===== src/rtl/mem_bus_arbiter.sv =====
// Purpose: arbitrates the shared memory bus between ICache (0) and DCache (1) on two independent channels (ADDR, STORE).
// Latency: a request sampled at edge t is granted at t+1; after a release, one idle cycle always precedes the next grant.
// Backpressure: the grant is held while the owner is busy; a granted owner that never goes busy loses the grant after GRANT_TIMEOUT cycles.

module arb_channel #(
   parameter int NUM_REQ       = 2,
   parameter int GRANT_TIMEOUT = 16,
   parameter int TO_W          = 5,
   parameter int IDX_W         = 1
) (
   input  logic               clk,
   input  logic               reset,
   input  logic [NUM_REQ-1:0] reqcyc,
   input  logic [NUM_REQ-1:0] busy,
   output logic [NUM_REQ-1:0] grant,
   output logic [IDX_W-1:0]   owner,
   output logic               err
);

   typedef enum logic [1:0] {
      ST_IDLE    = 2'd0,
      ST_GRANTED = 2'd1,
      ST_OWNED   = 2'd2
   } state_t;

   localparam logic [TO_W-1:0]  TO_LAST  = TO_W'((GRANT_TIMEOUT > 0) ? GRANT_TIMEOUT - 1 : 0);
   localparam logic [IDX_W-1:0] LAST_RST = IDX_W'(NUM_REQ - 1);

   state_t             state_q, state_d;
   logic [NUM_REQ-1:0] grant_q, grant_d;
   logic [IDX_W-1:0]   owner_q, owner_d;
   logic [IDX_W-1:0]   last_q,  last_d;
   logic [TO_W-1:0]    cnt_q,   cnt_d;

   logic               win_vld;
   logic [IDX_W-1:0]   win_idx;

   // Round-robin pick: first requesting index after the last winner, wrapping around.
   always_comb begin
      win_vld = 1'b0;
      win_idx = '0;
      for (int k = 1; k <= NUM_REQ; k++) begin
         int               c;
         logic [IDX_W-1:0] cand;
         c = int'(last_q) + k;
         if (c >= NUM_REQ) c = c - NUM_REQ;
         cand = IDX_W'(c);
         if (!win_vld && reqcyc[cand]) begin
            win_vld = 1'b1;
            win_idx = cand;
         end
      end
   end

   // Channel FSM next state; every exit from GRANTED/OWNED goes through IDLE so two drivers never overlap.
   always_comb begin
      state_d = state_q;
      grant_d = grant_q;
      owner_d = owner_q;
      last_d  = last_q;
      cnt_d   = cnt_q;
      unique case (state_q)
         ST_IDLE: begin
            grant_d = '0;
            if (win_vld) begin
               grant_d          = '0;
               grant_d[win_idx] = 1'b1;
               owner_d          = win_idx;
               cnt_d            = '0;
               state_d          = ST_GRANTED;
            end
         end
         ST_GRANTED: begin
            if (busy[owner_q]) begin
               state_d = ST_OWNED;
            end else if (!reqcyc[owner_q] ||
                         ((GRANT_TIMEOUT != 0) && (cnt_q == TO_LAST))) begin
               grant_d = '0;
               last_d  = owner_q;
               state_d = ST_IDLE;
            end else begin
               cnt_d = cnt_q + TO_W'(1);
            end
         end
         ST_OWNED: begin
            // reqcyc is deliberately ignored here: busy alone decides how long the owner keeps the bus.
            if (!busy[owner_q]) begin
               grant_d = '0;
               last_d  = owner_q;
               state_d = ST_IDLE;
            end
         end
         default: begin
            grant_d = '0;
            state_d = ST_IDLE;
         end
      endcase
   end

   // Protocol violation: busy from anyone in IDLE, or from a non-owner while the bus is granted.
   always_comb begin
      err = 1'b0;
      if (state_q == ST_IDLE) err = |busy;
      else                    err = |(busy & ~grant_q);
   end

   // Channel state registers; the round-robin pointer resets so that requester 0 wins first.
   always_ff @(posedge clk or posedge reset) begin
      if (reset) begin
         state_q <= ST_IDLE;
         grant_q <= '0;
         owner_q <= '0;
         last_q  <= LAST_RST;
         cnt_q   <= '0;
      end else begin
         state_q <= state_d;
         grant_q <= grant_d;
         owner_q <= owner_d;
         last_q  <= last_d;
         cnt_q   <= cnt_d;
      end
   end

   assign grant = grant_q;
   assign owner = owner_q;

endmodule

// Purpose: top of the memory bus arbiter; one ADDR and one STORE channel plus a shared protocol-error flag.
// Latency: grants and proto_err are registered; one cycle from sampled input to output, no combinational paths.
// Backpressure: per channel, owner busy holds the grant; unused grants time out; channels never interact.

module mem_bus_arbiter #(
   parameter int NUM_REQ       = 2,
   parameter int GRANT_TIMEOUT = 16,
   parameter int TO_W          = 5,
   parameter int IDX_W         = (NUM_REQ > 1) ? $clog2(NUM_REQ) : 1
) (
   input  logic               clk,
   input  logic               reset,
   input  logic [NUM_REQ-1:0] addr_reqcyc,
   input  logic [NUM_REQ-1:0] addr_busy,
   output logic [NUM_REQ-1:0] addr_grant,
   input  logic [NUM_REQ-1:0] store_reqcyc,
   input  logic [NUM_REQ-1:0] store_busy,
   output logic [NUM_REQ-1:0] store_grant,
   output logic [IDX_W-1:0]   addr_owner,
   output logic [IDX_W-1:0]   store_owner,
   output logic               proto_err
);

   logic addr_err;
   logic store_err;
   logic proto_err_q, proto_err_d;

   arb_channel #(
      .NUM_REQ       (NUM_REQ),
      .GRANT_TIMEOUT (GRANT_TIMEOUT),
      .TO_W          (TO_W),
      .IDX_W         (IDX_W)
   ) u_addr (
      .clk    (clk),
      .reset  (reset),
      .reqcyc (addr_reqcyc),
      .busy   (addr_busy),
      .grant  (addr_grant),
      .owner  (addr_owner),
      .err    (addr_err)
   );

   arb_channel #(
      .NUM_REQ       (NUM_REQ),
      .GRANT_TIMEOUT (GRANT_TIMEOUT),
      .TO_W          (TO_W),
      .IDX_W         (IDX_W)
   ) u_store (
      .clk    (clk),
      .reset  (reset),
      .reqcyc (store_reqcyc),
      .busy   (store_busy),
      .grant  (store_grant),
      .owner  (store_owner),
      .err    (store_err)
   );

   // Merge per-channel violations into one flag.
   always_comb begin
      proto_err_d = addr_err | store_err;
   end

   // Register the flag so it is a clean one-cycle pulse per offending cycle.
   always_ff @(posedge clk or posedge reset) begin
      if (reset) proto_err_q <= 1'b0;
      else       proto_err_q <= proto_err_d;
   end

   assign proto_err = proto_err_q;

endmodule


===== config.mk =====
export PLATFORM = sky130hd
export DESIGN_NAME = mem_bus_arbiter
export DESIGN_NICKNAME = d
export VERILOG_FILES = /design/src/rtl/mem_bus_arbiter.sv
export SDC_FILE = /design/constraint.sdc
export NUM_CORES = 1
export LEC_CHECK = 0
export BUFFER_PORTS_ARGS = -buffer_cell sky130_fd_sc_hd__buf_2
export CORE_MARGIN = 1.5
export CORE_UTILIZATION = 54
export CTS_BUF_LIST = sky130_fd_sc_hd__clkbuf_2
export CTS_CLUSTER_SIZE = 24
export DETAILED_ROUTE_END_ITERATION = 10
export HOLD_SLACK_MARGIN = 0.12
export PLACE_DENSITY = 0.78
export SLEW_MARGIN = 20
export SYNTH_ARGS = -nofsm -noshare
export SYNTH_HDL_FRONTEND = slang
export SYNTH_HIERARCHICAL = 1
export SYNTH_SLANG_ARGS = --single-unit

===== constraint.sdc =====
create_clock -name clk -period 1.9 [get_ports clk]
set_input_delay 0.19 -clock clk [delete_from_list [all_inputs] [get_ports clk]]
set_output_delay 0.19 -clock clk [all_outputs]
set_load 0.005 [all_outputs]

# After elaboration in Yosys (flattened, before gate mapping)
# Cells that the tools add are included.
# totals
inputBits,10
ff_bits,23
latchBits,0
memories,0
ramBits,0
romBits,0
output_inout_bits,7
# classes
magnitude_cmp,14
eq_ne,18
n_addsub,10
n_mux,66
div_mod_pow,0
mul,0
n_reduce_logical,30
shift,0
n_bitwise,5
# op_table
op,n
1-bit 2-to-1 mux,38
5-bit 2-to-1 mux,6
2-bit 2-to-1 mux,12
2-bit case mux with 3 select lines,4
5-bit case mux with 2 select lines,2
"1-bit by 2-bit less-than comparator with 1-bit output, second input constant",8
4-bit AND reduction,4
"2-bit inequality test, second input constant",6
3-bit AND reduction,4
"5-bit by 1-bit adder with 5-bit output, second input constant",2
"5-bit by 4-bit equality test with 1-bit output, second input constant",2
"2-bit by 1-bit inequality test with 1-bit output, second input constant",4
2-bit nonzero test,4
2-bit OR reduction,4
"1-bit by 2-bit adder with 3-bit output, second input constant",2
"3-bit by 2-bit >= comparator with 1-bit output, second input constant",2
"3-bit by 1-bit inequality test with 1-bit output, second input constant",2
"1-bit by 1-bit adder with 2-bit output, second input constant",2
2-bit bitwise AND,2
"2-bit by 1-bit equality test with 1-bit output, second input constant",2
"2-bit equality test, second input constant",2
"2-bit >= comparator, second input constant",2
1-bit logical AND,4
1-bit logical NOT,4
other kinds (9),19

# Logic depth before layout (Yosys ltp)
# Gate-level depths: netlist (run 1).
# depth
ltp_word,15
ltp_mapped,7

# Modules after synthesis
# The synthesis (run 1) kept the hierarchy.
# by_module_without_submodules
mod,area_each_um2,cells_per_inst,seq_area_each_um2,n_inst
arb_channel (u_store),684.4,75,276.5,1
arb_channel (u_addr),654.4,72,276.5,1
mem_bus_arbiter,35.0,3,25.0,1

# Least setup slack after synthesis (run 1)
# Ideal clock, no wire load.
# synth_path
path_kind,reg-to-reg
start,register u_store.cnt_q[0]
end,register u_store.cnt_q[3]
path_slack_ns,-0.153
stages_incl_launch_ff,8
arrival_ns,1.975
required_time_ns,1.823
setup_time_ns,0.077
path_buffers,1
cell_sequence,dfrtp_1 ha_1 and3_1 ha_1 or2_1 buf_6 or4_1 a21oi_1
# synth_between
elab_chain_cells,4
word_cells_on_any_way,8
classes_between,add/sub (1); eq/ne (2); mux (3); reduce/logical (2)
# synth_lines
item,line,source
from (decl),33,"logic [TO_W-1:0] cnt_q, cnt_d;"
from (signal assigned),120,cnt_q <= cnt_d;
5-bit by 1-bit adder with 5-bit output or 5-bit by 4-bit equality test with 1-bit output (tied branches),"82, 77",
5-bit 2-to-1 mux or 1-bit logical OR (tied branches),76,end else if (!reqcyc[owner_q] ||
5-bit 2-to-1 mux or 2-bit inequality test (tied branches),n/a,
5-bit case mux with 2 select lines or 4-bit AND reduction (tied branches),n/a,
# Parallel ways exist; a longest one is shown, timed or not. The select of a mux whose other input is x is not followed.
# A chain may end at the register's enable or synchronous reset.

# Worst setup path after layout (run 1)
# layout_path
start,register u_addr.cnt_q[1]
end,register u_addr.cnt_q[3]
# layout_between
elab_chain_cells,4
word_cells_on_any_way,8
classes_between,add/sub (1); eq/ne (2); mux (3); reduce/logical (2)
# layout_lines
item,line
from (decl),33
from (signal assigned),120
5-bit by 1-bit adder with 5-bit output or 5-bit by 4-bit equality test with 1-bit output (tied branches),"82, 77"
5-bit 2-to-1 mux or 1-bit logical OR (tied branches),76
5-bit 2-to-1 mux or 2-bit inequality test (tied branches),n/a
5-bit case mux with 2 select lines or 4-bit AND reduction (tied branches),n/a
# Parallel ways exist; a longest one is shown, timed or not. The select of a mux whose other input is x is not followed.

==> results by group, run 1 <==
Power and ir drop
  • Leakage: 0.752 nW
  • Power, Total: roughly 2.0 mW
  • IR drop worst, VDD: 678 µV
  • Power Density: 1230 nW/µm²

Logic synthesis
  • Xor-xnor portion of the synthesized cell area: 0%
  • Mapped Cells: 150
  • Top FF cell, synth: dfrtp_1
  • Post-synthesis adder-cell area fraction: 3.64%
  • Mapped cell area: 1370 µm²
  • Syn Area/Cell: 9.16 µm²
  • Count leader, synth: dfrtp_1
  • Largest family of logic cells by synthesized area: compound AO/OA/AOI/OAI gates
  • Synth Area in Compound Gates: 21.6%
  • Synth Area in Simple Gates: 21.1%
  • Synth top area cells: dfrtp_1 38%, mux2i_1 4.4%, dfstp_2 3.8%, inv_1 3.8%, ha_1 3.6%
  • Commonest cells in the netlist: 21 x dfrtp_1, 14 x inv_1, 13 x nand2_1
  • Post-synthesis mux area share: a little over 5%
  • Post-synth top area cell: dfrtp_1
  • Post-synthesis register bit count: 23
  • Register area share after synthesis: 42.1%
  • Share of the synthesized area in the top cell type: 38.3%
  • Net Count, Synth: 164
  • Synth cell types: 46
  • Asr flop ratio synth: 100%
  • Yosys warns: 6
  • Number of synthesized flops with an enable pin: 0

Detailed routing
  • Detailed Routing Iterations Pass 1: 4
  • Routed Antenna Nets: 0
  • Wirelength per Cell: 15.1 µm
  • Initial DRC count: 27
  • Vias: 1232
  • Vias/cell: 5.92
  • Drt drc: 0
  • Total Wirelength: 3140 µm

Clocking
  • CTS clk-pin slew, worst paths: between 0.2 and 0.25 ns
  • CTS tree: built
  • H-tree depth: 1
  • CTS root buf: clkbuf_2
  • CTS Buf Count: 3
  • Clock Path Buffers: 2
  • Clock Latency Late Sink: 0.32 ns
  • Sink Count: 23

Timing
  • Max-slew violations: 0
  • Max Clk Rate: around 0.51 GHz
  • RSZ-0062 raised after global routing: yes
  • Slew @ Worst Pin: 0.444 ns
  • Finish-stage setup viols: 2
  • Setup_tns: -0.0663 ns
  • Tcrit/Tclk final: 103%
  • Min Tclk post-route: between 1.5 and 2 ns
  • Clock Skews: 0.00859 ns
  • Slew headroom: 70.4%
  • Hold Vio Cnt, Final: 0
  • Final WS setup: -0.0554 ns

Cells and area
  • Non-Filler Instances: 208
  • Fillers: 182
  • Area Overhead vs Synth: 21.3%
  • Nets: 193
  • Post-layout util: approximately two thirds
  • Area of the multi-input gates: 793 µm²
  • Ant diodes: 0
  • FF/Latch Area: 578 µm²
  • Cell area after layout: approximately 1700 µm²
  • Layout cells sized above 1: 27.5%

Die
  • Effective utilization at floorplan: 56.5%
  • I/O pins: 17
  • Core ar.: 2430 µm²
  • Rows: 18
  • Die Width: ~53 µm
  • Die Y: around 53 µm
  • Die area: 2860 µm²

Worst setup path
  • Worst Path Max Fanout: 5
  • Reg2Reg Depth: 7
  • Worst path top cell family by delay: compound AO/OA/AOI/OAI gates
  • Setup crit end kind: flop
  • CP peak stage delay: roughly 0.46 ns
  • Slowest stage cell on the critical path: dfrtp_1
  • Critical path, cell by cell: ha_2, and3_4, ha_4, nor4b_4, a31oi_4, o311ai_1, o31ai_2
  • Worst Path Buf+Inv: 0
  • CP arrival: 2.19 ns
  • Worst path depth: 7
  • Startpoint Class: flop
  • Setup CP Type: reg -> reg
  • Critical Path RT: 2.13 ns

GRT
  • Gr busiest metal: met2
  • Initial antenna violation count: 0
  • GR met3 Demand/Resource: between 2 and 3%
  • GR Util met1: 31.4%
  • Number of global-route vias before repair: 1103
  • Largest net degree at the start of global routing: 14
  • Tot GR Track Use: 22.2%
  • First-pass GRT wire length: 4750 µm
  • GRT met2 Usage: 36.2%
  • Remaining Overflow, GRT: 0

Placed design
  • GP Congestion: 0.830
  • I/O Buffers: 16
  • Cells after DPL: 197
  • Post-Place Cell Area: 1520 µm²
  • Hpwl dp: 2140 µm

Status
  • Status: finished, violations left
  • Failing checks: setup timing

Hold path
  • Hold Path Depth: 4
  • Hold WC Path Type: in -> reg

Job
  • Max Cap Violations: 0
==> metal layers <==
layer,up-vias,share of wire [%]
li1,601,-
met1,600,48
met2,29,49
met3,2,3.2
met4,0,0.32
met5,-,0
==> cells by family after synthesis <==
group | Yosys count
mux | 7
compound gates | 43
buf+inv | 19
flops | 23
fa+ha+maj | 4
simple gates | 54
==> sequential cells by signal (all words and copies together) (netlist names) <==
| name | count |
|---|---|
| u_addr/cnt_q | 5 |
| u_store/cnt_q | 5 |
| u_addr/grant | 2 |
| u_addr/state_q | 2 |
| u_store/grant | 2 |
| u_store/state_q | 2 |
| proto_err | 1 |
| u_addr/last_q | 1 |
| u_addr/owner | 1 |
| u_store/last_q | 1 |
| u_store/owner | 1 |
==> final timing paths <==
| path | from | end | slack (ns) |
|---|---|---|---|
| min in group asynchronous | reset | proto_err | 0.22 |
| worst max-delay path | u_addr/cnt_q[1] | u_addr/cnt_q[3] | -0.06 |
| worst min register to register | u_addr/cnt_q[3] | u_addr/cnt_q[3] | 0.54 |
| worst max register to register | u_addr/cnt_q[1] | u_addr/cnt_q[3] | -0.06 |
| worst min-delay path | addr_reqcyc[0] | u_addr/grant[1] | 0.18 |
| max in group asynchronous | reset | u_store/last_q | 1.18 |
==> tightest hold or removal path: cells and delay by family <==
kind | cells | cell delay [ns]
buffers and inverters | 1 | 0.13
and+or+nand+nor | 3 | 0.18
==> what timing repair did <==
item / 4_1_cts / 5_1_grt
setup buffers: 1 / 3
endpoints found under the setup margin: 5 / 7
hold buffers: 3 / 0
hold endpoints to repair: 23 / 0
pin swaps: 3 / 1
gates resized for setup: 3 / 10
==> final cells by class <==
cell class	count	area share, %
Sequential cell	23	34.7
Clock buffer	3	0.901
Multi-Input combinational cell	108	47.6
Timing Repair Buffer	29	11.1
Clock inverter	1	0.300
Inverter	14	3.15
Tap cell	30	2.25
==> power by group <==
group	total (mW)	leakage [nW]	internal (mW)	switching (mW)
logic	0.955	0.441	0.455	0.500
registers	0.895	0.294	0.661	0.234
clock network	0.199	0.0164	0.0478	0.152
total	2.05	0.752	1.16	0.886
==> stage by stage <==
| stage | setup WS [ns] | hold WS (ns) |
|---|---|---|
| 2_1_floorplan | 0.0515 | -0.0813 |
| 3_3_place_gp | 0.0421 | 0.0420 |
| 3_5_place_dp | -0.0362 | 0.0471 |
| 4_1_cts | 0.00597 | 0.142 |
| 5_1_grt | -0.105 | 0.191 |
| 6_report | -0.0554 | 0.178 |
==> layout by cell type, fill, tap and decap left out, types with 2 or more instances in the layout <==
cell type	instances
a21oi_1	7
inv_1	14
a21oi_2	2
dlygate4sd3_1	3
dfrtp_1	21
dfstp_2	2
ha_4	2
buf_2	16
or2_4	2
or2b_1	3
buf_4	10
nand2b_1	3
nand3_1	6
a22oi_1	2
ha_2	2
and3_4	2
or3_1	2
or4_1	2
o211ai_1	2
o21ai_0	8
nor3_1	5
nor2_1	8
nand2_1	13
o2bb2ai_1	3
mux2i_1	6
clkbuf_2	3
o31ai_1	2
(Power assumes the default switching activity.)
==> run 2: changes to the inputs <==
--- a/config.mk
+++ b/config.mk
@@ -13,6 +13,7 @@
 export DETAILED_ROUTE_END_ITERATION = 10
 export HOLD_SLACK_MARGIN = 0.12
 export PLACE_DENSITY = 0.78
+export REMOVE_ABC_BUFFERS = 1
 export SLEW_MARGIN = 20
 export SYNTH_ARGS = -nofsm -noshare
 export SYNTH_HDL_FRONTEND = slang
==> run 2 against run 1 <==
  * The run still ends with setup timing left
  * Core utilization decreased by 1.1 points
  * Non-clock buffer count decreased by 3
  * First-iteration DRC count increased by 110%
  * Maximum frequency decreased by 2.4%
  * Routed wire length increased by 10%
  * Cell count decreased by 1.4%
  * Sequential share of layout area increased by 0.56 points
  * Die area unchanged
  * Critical endpoint unchanged
  * Largest power group unchanged
==> results by group, run 2 (synthesis results as in run 1) <==
Clocking
  • CTS root buf: clkbuf_2
  • CTS clk-pin slew, worst paths: 0.21 ns (-0.02 ns)
  • Sink Count: 23 (unchanged)
  • Clock Path Buffers: 2 (unchanged)
  • Clock Latency Late Sink: 0.31 ns (about the same)
  • CTS Buf Count: 3 (unchanged)
  • H-tree depth: 1 (unchanged)
  • CTS tree: built

Worst setup path
  • Critical path, cell by cell: ha_2, and3_4, ha_4, nor4b_4, a31oi_4, or2_4, o31ai_2
  • Worst Path Max Fanout: 5 (unchanged)
  • CP arrival: 2.23 ns (+0.04 ns)
  • Startpoint Class: flop
  • Slowest stage cell on the critical path: dfrtp_1
  • Worst path top cell family by delay: simple AND/OR/NAND/NOR gates
  • Reg2Reg Depth: 7 (unchanged)
  • Setup crit end kind: flop
  • CP peak stage delay: 0.43 ns (-0.03 ns)
  • Setup CP Type: reg -> reg
  • Worst Path Buf+Inv: 0 (unchanged)
  • Critical Path RT: 2.13 ns (about the same)
  • Worst path depth: 7 (unchanged)

Power and ir drop
  • IR drop worst, VDD: 865 µV (+28%)
  • Power, Total: 2.05 mW (about the same)
  • Leakage: 0.739 nW (-1.7%)
  • Power Density: 1250 nW/µm² (+1.5%)

Placed design
  • I/O Buffers: 16 (unchanged)
  • Cells after DPL: 199 (+1.0%)
  • Hpwl dp: 2410 µm (+13%)
  • GP Congestion: 0.853 (+2.7%)

Cells and area
  • Most common cell after layout, fill and taps aside: dfrtp_1
  • Area of the multi-input gates: 795 µm² (+0.16%)
  • Commonest cells after routing, fill and taps aside: 21 x dfrtp_1, 16 x buf_2, 14 x inv_1
  • Area Overhead vs Synth: 19.4%
  • Fillers: 184 (+1.1%)
  • Ant diodes: 0 (unchanged)
  • Largest regs: u_addr/cnt_q x5, u_store/cnt_q x5
  • Nets: 190 (-1.6%)
  • FF/Latch Area: 578 µm² (unchanged)
  • Layout cells sized above 1: 26.9% (-0.67 points)
  • Non-Filler Instances: 205 (-1.4%)

Timing
  • Max-slew violations: 0 (unchanged)
  • Slew @ Worst Pin: 0.436 ns (-0.00854 ns)
  • Min Tclk post-route: 2.00 ns (+0.0483 ns)
  • RSZ-0062 raised after global routing: yes
  • Final WS setup: -0.104 ns (-0.0483 ns)
  • Finish-stage setup viols: 2 (unchanged)
  • Slew headroom: 70.9% (+0.54 points)
  • Hold Vio Cnt, Final: 0 (unchanged)
  • Tcrit/Tclk final: 105% (+2.5 points)
  • Setup_tns: -0.170 ns (-0.104 ns)
  • Max Clk Rate: 0.499 GHz (-2.4%)
  • Fin Hold WS: 0.160 ns (-0.0179 ns)
  • Clock Skews: 0.0173 ns (+0.00867 ns)

GRT
  • Initial antenna violation count: 0 (unchanged)
  • Largest net degree at the start of global routing: 14 (unchanged)
  • First-pass GRT wire length: 5500 µm (+16%)
  • Tot GR Track Use: 26.3% (+4.1 points)
  • Remaining Overflow, GRT: 0 (unchanged)
  • Number of global-route vias before repair: 1227 (+11%)

Detailed routing
  • Vias/cell: 6.40 (+8.1%)
  • Routed Antenna Nets: 0 (unchanged)
  • Vias: 1313 (+6.6%)
  • Detailed Routing Iterations Pass 1: 5 (+1)
  • Initial DRC count: 57 (+110%)
  • Wirelength per Cell: 16.9 µm (+12%)
  • Total Wirelength: 3460 µm (+10%)
  • Drt drc: 0 (unchanged)

Hold path
  • Hold WC Path Type: in -> reg
  • Hold Path Depth: 3 (-1)

Status
  • Failing checks: setup timing
  • Status: finished, violations left

Die
  • Core ar.: 2430 µm² (unchanged)
  • Die Width: 53.4 µm (unchanged)
  • Rows: 18 (unchanged)
  • Effective utilization at floorplan: 56.5% (unchanged)
  • Die Y: 53.4 µm (unchanged)
  • Die area: 2860 µm² (unchanged)
  • I/O pins: 17 (unchanged)

Job
  • Max Cap Violations: 0 (unchanged)
## run 2: cell count changes in the layout (fill, tap and decap cells not counted), sizes merged
cell         before  now
clkinv            1    0
clkbuf            3    4
buf              26   25
dlygate4sd3       3    1
## run 2: through the flow
stage / worst slack, ns / util (%) / cell area, µm²
global route: -0.154 / 67.4 / 1640
global placement: 0.0507 / 62.3 / 1520
floorplan: -0.109 / - / 1340
detailed placement: -0.134 / 62.3 / 1520
finish: -0.104 / 67.4 / 1640
CTS: 0.00574 / 65.3 / 1590
## run 2: per-layer routing
layer  share of wire (%)  global-route usage [%]
met3                 4.2                    2.82
met5                   0                       0
met2                  52                    46.7
met1                  43                    34.1
met4                0.52                    5.56
## run 2: path summary, 6_finish.rpt
path,slack (ns),endpoint,from
worst max register to register,-0.10,u_addr/cnt_q[3],u_addr/cnt_q[0]
worst min register to register,0.58,u_store/cnt_q[4],u_store/cnt_q[4]
min in group asynchronous,0.22,proto_err,reset
worst max-delay path,-0.10,u_addr/cnt_q[3],u_addr/cnt_q[0]
worst min-delay path,0.16,u_store/grant[0],store_reqcyc[0]
max in group asynchronous,1.15,u_store/last_q,reset
## run 2: area by class of cell
type                            count  share of cell area, %
Tap cell                           30                   2.29
Inverter                           14                   3.20
Timing Repair Buffer               26                   9.61
Clock buffer                        4                   1.22
Sequential cell                    23                   35.2
Multi-Input combinational cell    108                   48.4
## run 2: worst register-to-register path: stages, from the launching register on
cell     delay, ns
dfrtp_1       0.43
ha_2          0.21
and3_4        0.16
ha_4          0.17
nor4b_4       0.33
a31oi_4       0.09
or2_4         0.30
o31ai_2       0.23
## run 2: what timing repair did
action	4_1_cts	5_1_grt
resized for setup	8	8
setup buffers	1	0
gates cloned	0	0
pin swaps	4	7
hold buffers	1	0
hold endpoints to repair	21	0
setup endpoints to repair	7	6
## run 2: report_power, final
part	internal [mW]	switching (mW)	leakage (nW)	total [mW]
sequential	0.661	0.247	0.294	0.907
clock	0.0558	0.134	0.0166	0.190
combinational	0.432	0.519	0.428	0.950
==> run 3: changes to the inputs <==
--- a/config.mk
+++ b/config.mk
@@ -7,12 +7,12 @@
 export LEC_CHECK = 0
 export BUFFER_PORTS_ARGS = -buffer_cell sky130_fd_sc_hd__buf_2
 export CORE_MARGIN = 1.5
-export CORE_UTILIZATION = 54
+export CORE_UTILIZATION = 59
 export CTS_BUF_LIST = sky130_fd_sc_hd__clkbuf_2
 export CTS_CLUSTER_SIZE = 24
 export DETAILED_ROUTE_END_ITERATION = 10
 export HOLD_SLACK_MARGIN = 0.12
-export PLACE_DENSITY = 0.78
+export PLACE_DENSITY = 0.81
 export REMOVE_ABC_BUFFERS = 1
 export SLEW_MARGIN = 20
 export SYNTH_ARGS = -nofsm -noshare
==> constraint.sdc (replaced) <==
create_clock -name clk -period 2.3 [get_ports clk]
set_input_delay 0.23 -clock clk [delete_from_list [all_inputs] [get_ports clk]]
set_output_delay 0.23 -clock clk [all_outputs]
set_load 0.005 [all_outputs]
==> run 3 against run 2 <==
  * The run now ends clean
  * Total power fell by 22%
  * Global-route usage fell by 1.4 points
  * Critical path depth did not move
  * Clock-buffer cell count did not move
  * Die area fell by 8.0%
  * Worst hold slack improved by 0.013 ns
  * Sequential power fell by 18%
  * Worst setup slack improved by 0.33 ns
  * Sequential share of layout area rose by 3.3 points
  * Critical path type unchanged
  * Critical endpoint is now u_addr/cnt_q[2]
  * Largest power group is now registers
==> results by group, run 3 (synthesis results as in run 1) <==
Worst setup path
  • Critical path, cell by cell: ha_1, and3_1, ha_1, nor4b_2, a31oi_1, or4_1, nand3_1
  • Setup CP Type: reg -> reg
  • Reg2Reg Depth: 7 (unchanged)
  • Worst Path Max Fanout: 5 (unchanged)
  • Critical path startpoint: u_addr/cnt_q[0]
  • Reg2reg end: u_addr/cnt_q[2]
  • CP peak stage delay: 0.45 ns (+0.02 ns)
  • Critical Path RT: 2.58 ns (+0.45 ns)
  • Setup crit end kind: flop
  • CP arrival: 2.35 ns (+0.12 ns)
  • R2R Path Start: u_addr/cnt_q[0]
  • Slowest stage cell on the critical path: dfrtp_1
  • Startpoint Class: flop
  • Most used cell, CP: ha_1
  • Worst R2R Setup Slack: 0.22 ns (+0.33 ns)

Hold path
  • Worst Hold Path EP: u_addr/grant[1]
  • Hold WC Path Type: in -> reg
  • Hold Path Depth: 3 (unchanged)
  • Hold path start: addr_reqcyc[1]

GRT
  • GR met3 Demand/Resource: 2.63% (-0.19 points)
  • GRT met2 Usage: 43.1% (-3.6 points)
  • Remaining Overflow, GRT: 0 (unchanged)
  • Number of global-route vias before repair: 1168 (-4.8%)
  • First-pass GRT wire length: 4930 µm (-10%)
  • Largest net degree at the start of global routing: 14 (unchanged)
  • Initial antenna violation count: 0 (unchanged)
  • Gr busiest metal: met2
  • Tot GR Track Use: 24.9% (-1.4 points)
  • GR Util met1: 31.9% (-2.2 points)

Detailed routing
  • Drt drc: 0 (unchanged)
  • Routed Antenna Nets: 0 (unchanged)
  • Wirelength per Cell: 15.4 µm (-8.5%)
  • Detailed Routing Iterations Pass 1: 4 (-1)
  • Vias: 1234 (-6.0%)
  • Vias/cell: 6.30 (-1.7%)
  • Total Wirelength: 3030 µm (-13%)
  • Initial DRC count: 30 (-47%)

Power and ir drop
  • IR drop worst, VDD: 550 µV (-36%)
  • Leakage: 0.700 nW (-5.3%)
  • Power, Total: 1.60 mW (-22%)
  • Power Density: 1070 nW/µm² (-15%)

Placed design
  • I/O Buffers: 16 (unchanged)
  • Hpwl dp: 2230 µm (-7.6%)
  • Post-Place Cell Area: 1470 µm² (-3.1%)
  • GP Congestion: 0.884 (+3.7%)
  • Cells after DPL: 191 (-4.0%)

Cells and area
  • Area Overhead vs Synth: 9.11%
  • Cell area after layout: 1500 µm² (-8.6%)
  • Area of the multi-input gates: 708 µm² (-11%)
  • Non-Filler Instances: 196 (-4.4%)
  • Ant diodes: 0 (unchanged)
  • Largest regs: u_addr/cnt_q x5, u_store/cnt_q x5
  • Nets: 183 (-3.7%)
  • Commonest cells after routing, fill and taps aside: 21 x dfrtp_1, 16 x buf_2, 14 x inv_1
  • Most common cell after layout, fill and taps aside: dfrtp_1
  • FF/Latch Area: 578 µm² (unchanged)
  • Fillers: 185 (+0.54%)
  • Layout cells sized above 1: 17.3% (-9.6 points)

Die
  • Die Y: 51.3 µm (-4.1%)
  • I/O pins: 17 (unchanged)
  • Core ar.: 2210 µm² (-9.1%)
  • Die area: 2630 µm² (-8.0%)
  • Effective utilization at floorplan: 62.1% (+5.6 points)
  • Die Width: 51.3 µm (-4.1%)
  • Rows: 17 (-1)

Clocking
  • Clock Path Buffers: 2 (unchanged)
  • Post-CTS Setup Bufs: 0 (-1)
  • Clock Latency Late Sink: 0.33 ns (+0.02 ns)
  • Sink Count: 23 (unchanged)
  • CTS root buf: clkbuf_2
  • CTS tree: built
  • CTS clk-pin slew, worst paths: 0.20 ns (about the same)
  • CTS Buf Count: 3 (unchanged)
  • H-tree depth: 1 (unchanged)

Status
  • Status: finished clean

Timing
  • Max Clk Rate: 0.481 GHz (-3.6%)
  • Slew headroom: 69.5% (-1.4 points)
  • RSZ-0062 raised after global routing: no
  • Finish-stage setup viols: 0 (-2)
  • Tcrit/Tclk final: 90.4% (-15 points)
  • Max-slew violations: 0 (unchanged)
  • Slew @ Worst Pin: 0.457 ns (+0.0209 ns)
  • Setup_tns: 0 ns (+0.170 ns)
  • Min Tclk post-route: 2.08 ns (+0.0750 ns)
  • Hold Vio Cnt, Final: 0 (unchanged)
  • Fin Hold WS: 0.173 ns (+0.0127 ns)
  • Clock Skews: 0.0141 ns (-0.00314 ns)

Job
  • Max Cap Violations: 0 (unchanged)
## run 3: worst max path at each step
stage	end	slack [ns]
2_1_floorplan	u_store/cnt_q[3]	0.29
3_5_place_dp	u_store/cnt_q[3]	0.25
4_1_cts	u_store/cnt_q[3]	0.22
5_1_grt	u_addr/cnt_q[0]	0.09
3_3_place_gp	u_store/cnt_q[3]	0.34
6_report	u_addr/cnt_q[2]	0.22
## run 3: stage by stage
step / setup WS, ns / util [%]
2_1_floorplan: 0.291 / -
3_3_place_gp: 0.343 / 66.4
3_5_place_dp: 0.250 / 66.4
4_1_cts: 0.220 / 67.8
5_1_grt: 0.0880 / 67.8
6_report: 0.221 / 67.8
## run 3: power by group
part / switching, mW / internal [mW] / leakage [nW]
Sequential: 0.199 / 0.546 / 0.294
Combinational: 0.378 / 0.310 / 0.389
Clock: 0.118 / 0.0460 / 0.0166
## run 3: layout make-up
type,instances,share of cell area (%)
Tap cell,28,2.34
Clock buffer,4,1.34
Timing Repair Buffer,19,7.01
Sequential cell,23,38.6
Multi-Input combinational cell,108,47.2
Inverter,14,3.51
## run 3: what timing repair did
| action | 4_1_cts | 5_1_grt |
|---|---|---|
| resized for setup | 0 | 0 |
| hold buffers | 1 | 0 |
| endpoints found under the hold margin | 21 | 0 |
| setup endpoints to repair | 0 | 0 |
## run 3: critical path: cells and delay by family, from the launching register on
| kind | cells | cell delay (ns) |
|---|---|---|
| fa+ha+maj | 2 | 0.46 |
| simple gates | 4 | 0.98 |
| compound gates | 1 | 0.14 |
| flops | 1 | 0.45 |
## run 3: per-layer routing
metal | up-vias | wire length [µm]
met4 | 0 | 19
met3 | 5 | 176
met2 | 58 | 1530
li1 | 582 | -
met1 | 589 | 1310
met5 | - | 0
